<file path="config.mk">
export PLATFORM = sky130hd
export DESIGN_NAME = spi_sram_responder
export DESIGN_NICKNAME = d
export VERILOG_FILES = /design/src/rtl/spi_sram_pkg.sv /design/src/rtl/spi_sram_responder_sync.sv /design/src/rtl/spi_sram_responder.sv
export SDC_FILE = /design/constraint.sdc
export NUM_CORES = 1
export LEC_CHECK = 0
export CORE_UTILIZATION = 52
export DETAILED_ROUTE_END_ITERATION = 16
export PLACE_DENSITY = 0.78
export SETUP_SLACK_MARGIN = 0.02
export SYNTH_ARGS = -nofsm -noshare
export SYNTH_HDL_FRONTEND = slang
export SYNTH_HIERARCHICAL = 1
export SYNTH_SLANG_ARGS = --single-unit
</file>
<file path="constraint.sdc">
create_clock -name clk -period 2.3 [get_ports clk]
set_input_delay 0.345 -clock clk [delete_from_list [all_inputs] [get_ports clk]]
set_output_delay 0.345 -clock clk [all_outputs]
set_load 0.005 [all_outputs]
</file>
<file path="src/rtl/spi_sram_pkg.sv">
// Shared definitions for the SPI serial-SRAM responder and its master.
package spi_sram_pkg;

  localparam int unsigned ADDR_BITS = 24;
  localparam int unsigned DATA_BITS = 32;
  localparam int unsigned STRB_BITS = DATA_BITS / 8;
  localparam int unsigned CNT_W     = 6;

  localparam logic [7:0] SPI_WRITE_CMD = 8'h02;
  localparam logic [7:0] SPI_READ_CMD  = 8'h03;

  localparam logic [2:0] ST_IDLE    = 3'd0;
  localparam logic [2:0] ST_CMD     = 3'd1;
  localparam logic [2:0] ST_ADDR    = 3'd2;
  localparam logic [2:0] ST_RD_DATA = 3'd3;
  localparam logic [2:0] ST_WR_DATA = 3'd4;
  localparam logic [2:0] ST_COMMIT  = 3'd5;
  localparam logic [2:0] ST_IGNORE  = 3'd6;

  typedef struct packed {
    logic                 we;
    logic [ADDR_BITS-1:0] addr;
    logic [DATA_BITS-1:0] wdata;
    logic [STRB_BITS-1:0] wstrb;
  } mem_cmd_t;

  // Byte strobes for a write burst length; zero marks an unsupported length.
  function automatic logic [STRB_BITS-1:0] wstrb_for(input logic [CNT_W-1:0] nbits);
    case (nbits)
      CNT_W'(8):  return 4'b1000;
      CNT_W'(16): return 4'b1100;
      CNT_W'(32): return 4'b1111;
      default:    return 4'b0000;
    endcase
  endfunction

  // Left-align the received bits so the first bit lands at [31].
  function automatic logic [DATA_BITS-1:0] align_wdata(input logic [DATA_BITS-1:0] sh,
                                                       input logic [CNT_W-1:0] nbits);
    case (nbits)
      CNT_W'(8):  return {sh[7:0], 24'h000000};
      CNT_W'(16): return {sh[15:0], 16'h0000};
      default:    return sh;
    endcase
  endfunction

endpackage

</file>
<file path="src/rtl/spi_sram_responder_sync.sv">
// Multi-flop synchronizer for one asynchronous SPI pin with edge detection.
module spi_sync_edge #(
  parameter int unsigned SYNC_STAGES = 2
) (
  input  logic clk,
  input  logic reset,
  input  logic din,
  output logic level,
  output logic rise_c,
  output logic fall_c
);

  logic [SYNC_STAGES-1:0] sync_q;
  logic                   prev_q;

  always_ff @(posedge clk) begin
    if (!reset) begin
      sync_q <= '0;
      prev_q <= 1'b0;
    end else begin
      sync_q <= {sync_q[SYNC_STAGES-2:0], din};
      prev_q <= sync_q[SYNC_STAGES-1];
    end
  end

  assign level  = sync_q[SYNC_STAGES-1];
  assign rise_c = sync_q[SYNC_STAGES-1] & ~prev_q;
  assign fall_c = ~sync_q[SYNC_STAGES-1] & prev_q;

endmodule

</file>
<file path="src/rtl/spi_sram_responder.sv">
// SPI serial-SRAM target (0x02 write / 0x03 read, 24-bit address) bridged to a req/ack word port.
module spi_sram_responder
  import spi_sram_pkg::*;
#(
  parameter int unsigned SYNC_STAGES = 2
) (
  input  logic                 clk,
  input  logic                 reset,
  input  logic                 sclk,
  input  logic                 ce,
  input  logic                 si,
  output logic                 so,
  output logic                 so_oe,
  output logic                 mem_req,
  output logic                 mem_we,
  output logic [ADDR_BITS-1:0] mem_addr,
  output logic [DATA_BITS-1:0] mem_wdata,
  output logic [STRB_BITS-1:0] mem_wstrb,
  input  logic [DATA_BITS-1:0] mem_rdata,
  input  logic                 mem_ack,
  output logic                 err
);

  logic sclk_lvl, sclk_rise_c, sclk_fall_c;
  logic ce_lvl, ce_rise_c, ce_fall_c;
  logic si_lvl, si_rise_c, si_fall_c;

  spi_sync_edge #(.SYNC_STAGES(SYNC_STAGES)) u_sync_sclk (
    .clk(clk), .reset(reset), .din(sclk), .level(sclk_lvl), .rise_c(sclk_rise_c), .fall_c(sclk_fall_c)
  );
  spi_sync_edge #(.SYNC_STAGES(SYNC_STAGES)) u_sync_ce (
    .clk(clk), .reset(reset), .din(ce), .level(ce_lvl), .rise_c(ce_rise_c), .fall_c(ce_fall_c)
  );
  spi_sync_edge #(.SYNC_STAGES(SYNC_STAGES)) u_sync_si (
    .clk(clk), .reset(reset), .din(si), .level(si_lvl), .rise_c(si_rise_c), .fall_c(si_fall_c)
  );

  logic unused_edges;
  assign unused_edges = &{1'b0, sclk_lvl, si_rise_c, si_fall_c};

  logic [2:0]           state_q, state_d;
  logic [CNT_W-1:0]     cnt_q, cnt_d;
  logic [DATA_BITS-1:0] shreg_q, shreg_d;
  logic                 is_read_q, is_read_d;
  logic                 rd_valid_q, rd_valid_d;
  mem_cmd_t             cmd_q, cmd_d;
  logic                 req_q, req_d;
  logic                 so_q, so_d;
  logic                 so_oe_q, so_oe_d;
  logic                 err_q, err_d;

  logic                 ack_c;
  logic [DATA_BITS-1:0] shifted_c;
  logic [STRB_BITS-1:0] strb_c;

  assign ack_c     = req_q & mem_ack;
  assign shifted_c = {shreg_q[DATA_BITS-2:0], si_lvl};
  assign strb_c    = wstrb_for(cnt_q);

  always_ff @(posedge clk) begin
    if (!reset) begin
      state_q    <= ST_IDLE;
      cnt_q      <= '0;
      shreg_q    <= '0;
      is_read_q  <= 1'b0;
      rd_valid_q <= 1'b0;
      cmd_q      <= '0;
      req_q      <= 1'b0;
      so_q       <= 1'b0;
      so_oe_q    <= 1'b0;
      err_q      <= 1'b0;
    end else begin
      state_q    <= state_d;
      cnt_q      <= cnt_d;
      shreg_q    <= shreg_d;
      is_read_q  <= is_read_d;
      rd_valid_q <= rd_valid_d;
      cmd_q      <= cmd_d;
      req_q      <= req_d;
      so_q       <= so_d;
      so_oe_q    <= so_oe_d;
      err_q      <= err_d;
    end
  end

  // Next state and registered-output values; req is only released by an ack.
  always_comb begin
    state_d    = state_q;
    cnt_d      = cnt_q;
    shreg_d    = shreg_q;
    is_read_d  = is_read_q;
    rd_valid_d = rd_valid_q;
    cmd_d      = cmd_q;
    req_d      = req_q & ~mem_ack;
    so_d       = so_q;
    err_d      = 1'b0;

    if (ce_rise_c) begin
      cnt_d   = '0;
      shreg_d = '0;
    end

    case (state_q)
      ST_IDLE: begin
        if (ce_rise_c) state_d = ST_CMD;
      end
      ST_CMD: begin
        if (ce_fall_c) begin
          state_d = ST_IDLE;
        end else if (sclk_rise_c) begin
          shreg_d = shifted_c;
          cnt_d   = cnt_q + CNT_W'(1);
          if (cnt_q == CNT_W'(7)) begin
            cnt_d = '0;
            if (shifted_c[7:0] == SPI_WRITE_CMD) begin
              state_d   = ST_ADDR;
              is_read_d = 1'b0;
            end else if (shifted_c[7:0] == SPI_READ_CMD) begin
              state_d   = ST_ADDR;
              is_read_d = 1'b1;
            end else begin
              state_d = ST_IGNORE;
              err_d   = 1'b1;
            end
          end
        end
      end
      ST_ADDR: begin
        if (ce_fall_c) begin
          state_d = ST_IDLE;
        end else if (sclk_rise_c) begin
          shreg_d = shifted_c;
          cnt_d   = cnt_q + CNT_W'(1);
          if (cnt_q == CNT_W'(ADDR_BITS - 1)) begin
            cnt_d      = '0;
            cmd_d.addr = shifted_c[ADDR_BITS-1:0];
            if (is_read_q) begin
              cmd_d.we   = 1'b0;
              req_d      = 1'b1;
              rd_valid_d = 1'b0;
              state_d    = ST_RD_DATA;
            end else begin
              state_d = ST_WR_DATA;
            end
          end
        end
      end
      ST_RD_DATA: begin
        if (ack_c) begin
          shreg_d    = mem_rdata;
          rd_valid_d = 1'b1;
        end
        // An abort with the read still outstanding drains it in IGNORE.
        if (ce_fall_c) begin
          state_d = req_d ? ST_IGNORE : ST_IDLE;
        end else if (sclk_fall_c) begin
          if (!rd_valid_q) begin
            so_d  = 1'b0;
            err_d = 1'b1;
          end else if (cnt_q < CNT_W'(DATA_BITS)) begin
            so_d    = shreg_q[DATA_BITS-1];
            shreg_d = {shreg_q[DATA_BITS-2:0], 1'b0};
            cnt_d   = cnt_q + CNT_W'(1);
          end else begin
            so_d = 1'b0;
          end
        end
      end
      ST_WR_DATA: begin
        if (ce_fall_c) begin
          if (strb_c != '0) begin
            cmd_d.we    = 1'b1;
            cmd_d.wstrb = strb_c;
            cmd_d.wdata = align_wdata(shreg_q, cnt_q);
            req_d       = 1'b1;
            state_d     = ST_COMMIT;
          end else begin
            err_d   = 1'b1;
            state_d = ST_IDLE;
          end
        end else if (sclk_rise_c) begin
          shreg_d = shifted_c;
          if (cnt_q <= CNT_W'(DATA_BITS)) cnt_d = cnt_q + CNT_W'(1);
        end
      end
      ST_COMMIT: begin
        if (ce_rise_c) begin
          state_d = ST_IGNORE;
          err_d   = 1'b1;
        end else if (ack_c) begin
          state_d = ST_IDLE;
        end
      end
      ST_IGNORE: begin
        if (!ce_lvl && !req_d) state_d = ST_IDLE;
      end
      default: state_d = ST_IDLE;
    endcase

    so_oe_d = (state_d == ST_RD_DATA);
    if (state_d != ST_RD_DATA) so_d = 1'b0;
  end

  assign so        = so_q;
  assign so_oe     = so_oe_q;
  assign mem_req   = req_q;
  assign mem_we    = cmd_q.we;
  assign mem_addr  = cmd_q.addr;
  assign mem_wdata = cmd_q.wdata;
  assign mem_wstrb = cmd_q.wstrb;
  assign err       = err_q;

endmodule
</file>
## Word-level counts from Yosys, hierarchy flattened

Index checks and enable logic that the tools add are counted.

- Add/subtract/negate cells: 1
- Bitwise logic cells: 13
- Reductions and logical operators: 16
- Eq/ne operators: 22
- Order comparisons: 2
- Muxes and demuxes: 79

Operator list:

| operator | count |
|---|---|
| 32-bit 2-to-1 mux | 8 |
| 32-bit case mux with 2 select lines | 2 |
| 6-bit 2-to-1 mux | 14 |
| 25-bit 2-to-1 mux | 3 |
| 3-bit 2-to-1 mux | 17 |
| 1-bit 2-to-1 mux | 28 |
| 6-bit case mux with 4 select lines | 1 |
| 3-bit case mux with 7 select lines | 1 |
| 8-bit by 2-bit equality test with 1-bit output (second input constant) | 2 |
| 2-bit inequality test (second input constant) | 7 |
| 6-bit by 5-bit equality test with 1-bit output (second input constant) | 2 |
| 4-bit case mux with 3 select lines | 1 |
| 3-bit by 2-bit equality test with 1-bit output (second input constant) | 3 |
| 3-bit equality test (second input constant) | 3 |
| 1-bit inverter | 7 |
| 7-bit AND reduction | 1 |
| 6-bit by 1-bit adder with 6-bit output (second input constant) | 1 |
| 1-bit AND | 6 |
| 6-bit by 3-bit equality test with 1-bit output (second input constant) | 1 |
| 6-bit by 4-bit equality test with 1-bit output (second input constant) | 1 |
| 6-bit equality test (second input constant) | 1 |
| 6-bit <= comparator (second input constant) | 1 |
| 6-bit < comparator (second input constant) | 1 |
| 1-bit case mux with 2 select lines | 3 |
| other kinds (14) | 18 |

- Register bits: 116
- Logic and storage cells: 151
- Input port bits: 38
- Output and inout port bits: 65

## Longest topological paths before layout

- Depth in word-level cells: 9
- Mapped depth: 9
- Gate-level depth less buffers: 7

## Hierarchy

The synthesis kept the hierarchy.

Modules (own cells, without submodules):

| module | area each (µm²) | times used | cells an instance | seq. area each (µm²) |
|---|---|---|---|---|
| spi_sram_responder | 4939.7 | 1 | 572 | 2142.1 |
| spi_sync_edge | 91.3 | 3 | 8 | 60.1 |

## Worst setup path before layout

No wires, ideal clock.

- Path type: reg2reg
- Start point: register u_sync_sclk.sync_q[1]
- End point: register shreg_q[17]
- Buffers on the path: 2
- Clock period less this slack: 1947 ps
- Data required time: 2178 ps
- Arrival: 1825 ps
- Path slack: 353 ps
- Cell stages (with the launch flop): 9
- Library setup time: 122 ps
- Cell sequence: dfxtp_1 nor2b_1 nor2b_1 buf_2 nand2_1 o21ai_2 a211oi_2 buf_2 a221o_1

- Elaborated cells between the ends (all ways): 8
- Those cells by class: 5 x mux; 3 x bitwise

RTL lines:

| item | line | RTL |
|---|---|---|
| start: declaration | spi_sram_responder_sync.sv:13 | `logic [SYNC_STAGES-1:0] sync_q;` |
| start signal: assignment | spi_sram_responder_sync.sv:21 | `sync_q <= {sync_q[SYNC_STAGES-2:0], din};` |
| 1-bit AND | spi_sram_responder_sync.sv:27 | `assign rise_c = sync_q[SYNC_STAGES-1] & ~prev_q;` |
| via sclk_rise_c | spi_sram_responder.sv:24 | `logic sclk_lvl, sclk_rise_c, sclk_fall_c;` |
| 32-bit 2-to-1 mux | spi_sram_responder.sv:110, spi_sram_responder.sv:131, spi_sram_responder.sv:181 |  |
| 32-bit 2-to-1 mux | spi_sram_responder.sv:129 | `if (ce_fall_c) begin` |
| 32-bit case mux with 2 select lines | spi_sram_responder.sv:103 | `case (state_q)` |
| end signal: assignment | spi_sram_responder.sv:75 | `shreg_q <= shreg_d;` |
| end: declaration | spi_sram_responder.sv:43 | `logic [DATA_BITS-1:0] shreg_q, shreg_d;` |

The timed path passes the listed nets, and every way through them passes these cells.
A chain may end at the register's enable or synchronous reset.

## Worst setup path in the final report

- Start point: register cnt_q[1]
- End point: register cnt_q[3]

- Cells in the longest elaborated chain, start to end: 6
- Elaborated cells between the ends (all ways): 19
- Those cells by class: 1 x add/sub; 2 x order compare; 2 x eq/ne; 14 x mux

Ends and longest elaborated chain:

| item | line | RTL |
|---|---|---|
| start: declaration | spi_sram_responder.sv:42 | `logic [CNT_W-1:0] cnt_q, cnt_d;` |
| start signal: assignment | spi_sram_responder.sv:74 | `cnt_q <= cnt_d;` |
| 6-bit by 1-bit adder with 6-bit output / 6-bit < comparator (equally long branches) | - |  |
| 6-bit 2-to-1 mux | spi_sram_responder.sv:160 | `end else if (cnt_q < CNT_W'(DATA_BITS)) begin` |
| 6-bit 2-to-1 mux | spi_sram_responder.sv:157 | `if (!rd_valid_q) begin` |
| 6-bit 2-to-1 mux | spi_sram_responder.sv:156 | `end else if (sclk_fall_c) begin` |
| 6-bit 2-to-1 mux | spi_sram_responder.sv:154 | `if (ce_fall_c) begin` |
| 6-bit case mux with 4 select lines (*) | spi_sram_responder.sv:103 |  |

Mark *: on every way between the ends. The rest lies on a longest branch, timed or not.

==> out/metrics.cfg <==
[outcome]
outcome=finished, final reports clean

[cts]
cts_hold_buffers=0
cts.reportedPaths.clkPinSlew_ns=0.06
cts_tree=yes
clkLatencyLatePin_ns=0.52
htreeDepth=4
root_buffer=clkbuf_8
clkSinkCount=115
cts_buffers=17
clockBufferDepth=2

[worst_setup_path]
setup.worst_path.start=cnt_q[1]
critPathKind=register to register
reg2reg_slack_ns=0.14
cp_slowest_cell=dfxtp_1
critPathTopFamily=compound AO/OA/AOI/OAI gates
start_kind=register
path_cells=ha_1 -> nand3b_1 -> o211a_1 -> o31ai_2 -> a21oi_1 -> a221o_1
critPathBufInv=0
slowest_delay_ns=0.38
worst_ep_arrival_time_ns=2.56
cp_max_fo=5
required_ns=2.70
crit_end=cnt_q[3]
cp-end-kind=register
r2r_end=cnt_q[3]
r2r_start=cnt_q[1]
crit_cells=6
reg2regPathDepth=6

[final_layout]
n_fill_cell=769
n_antenna_cell=0
drive_above_1_share_pct=13.03
area_growth_pct=34.57
register_area_um2=2302
multi_input_area_um2=2603
layout.nets=733

[logic_synthesis]
yosys_warnings=6
syn-cell-area_um2=5175
syn_area_per_cell_um2=8.741
synth_nets=632
netlist_instances=592

[timing]
finalHoldViolCount=0
max_slew_margin_pct=62.28
rsz0062_at_grt=true
period_needed_ns=2.159
finalClockSkew_ns=0.01057
period_share_pct=93.85
tns_ns=0
max_freq_ghz=0.4633
tightest_slew_ns=0.5658
finalSetupViolCount=0
slew_violations=0

[route]
vias=5164
ant_nets=0
drtIter0Drc=386
drc=0
wl_um=16080
wl_per_cell_um=19.17
first_pass_iters=5
vias_per_cell=6.155

[placed_design]
port_buffers=102
gp_congestion=0.9282
hpwl_um=11000

[worst_hold_path]
hold_depth=2
min_path_type=primary input to register

[power_and_ir_drop]
p_per_area_nw_per_um2=673.7
peakVddDrop_v=0.0006261
power_mw=4.692
p_leak_nw=2.313

[floorplanning]
ioPinCount=103
dieArea_um2=10360
rows=36
design.core.area_um2=9729
dieWidth_um=101.8
chipHeight_um=101.8
initial_utilization_pct=53.19

[flow_run]
maxCapViolations=0

[global_routing]
grt_pass1_vias=4800
grt_util_all_layers_pct=32.49
grt_max_degree=56
grt_pass1_wl_um=25380
grt-ovfl-total=0
grt_antenna_before_repair=0

[state kept, by name, indices dropped and copies added, names as in the netlist, 2 cells and up]
register / count
mem_addr: 24
u_sync_ce/sync_q: 2
mem_wstrb: 3
cnt_q: 6
mem_wdata: 32
u_sync_sclk/sync_q: 2
u_sync_si/sync_q: 2
shreg_q: 32
state_q: 3
[area by class of cell]
class	instances	area share, %
clock buffers	18	6.144
clock inverters	14	1.725
inverters	8	0.4312
multi-input cells	417	37.37
flip-flops and latches	115	33.06
well taps	133	2.390
repair buffers	134	18.88
[per-layer routing]
layer	share of wire (%)	wire length (um)	global-route usage, %	up-vias
met5	0	0	0	-
met3	8.8	1418	7.660	36
met1	44	7126	46.08	2450
met4	2.2	361	11.93	0
li1	-	-	-	2386
met2	45	7176	47.77	292
[where the power goes]
part	internal [mW]	switching, mW
Combinational	0.114	0.141
Sequential	2.00	0.00799
Clock	1.38	1.04
Total	3.50	1.19
[how the worst min path moves through the flow]
stage	endpoint	slack (ns)	from
6_report	u_sync_sclk/sync_q[0]	0.39	sclk
5_1_grt	u_sync_ce/sync_q[0]	0.39	ce
4_1_cts	u_sync_sclk/sync_q[0]	0.39	sclk
3_5_place_dp	u_sync_sclk/sync_q[1]	0.42	u_sync_sclk/sync_q[0]
3_3_place_gp	u_sync_sclk/sync_q[1]	0.42	u_sync_sclk/sync_q[0]
2_1_floorplan	u_sync_ce/sync_q[1]	0.41	u_sync_ce/sync_q[0]
[per-stage QoR]
step                utilization [%]  setup slack, ns  hold slack (ns)  instance area, um2  std cells
floorplan                         -           0.3535           0.4118                5175        592
global placement              65.88           0.1987           0.4180                6410        807
finish                        71.58           0.1415           0.3935                6964        839
CTS                           71.51           0.1557           0.3931                6958        839
detailed placement            65.88           0.1715           0.4227                6410        807
global route                  71.58         0.004541           0.3865                6964        839
[what timing repair did]
action / 4_1_cts / 5_1_grt
resized for setup: 0 / 2
setup buffers: 0 / 0
endpoints found under the setup margin: 0 / 27
[layout by cell type, fill, tap and decap left out, types with 3 or more instances in the layout]
master,count
dfxtp_1,115
clkdlybuf4s50_1,102
nand2_1,88
a21oi_1,56
nor2_1,35
a22oi_1,33
buf_4,27
o2bb2ai_1,26
nand3_1,21
clkbuf_16,16
nor3_1,14
and2_1,10
and3_1,10
a221oi_1,10
nor2b_1,9
o21ai_0,9
a221o_1,8
inv_1,7
a311oi_2,6
nor3b_1,5
nor4_1,5
inv_6,5
o211ai_1,4
a211oi_1,4
buf_12,4
nand4_1,3
a311oi_1,3
a31oi_1,3
or2_2,3
clkinv_4,3
clkinvlp_4,3
No activity file was read; power rests on OpenSTA's default activity.
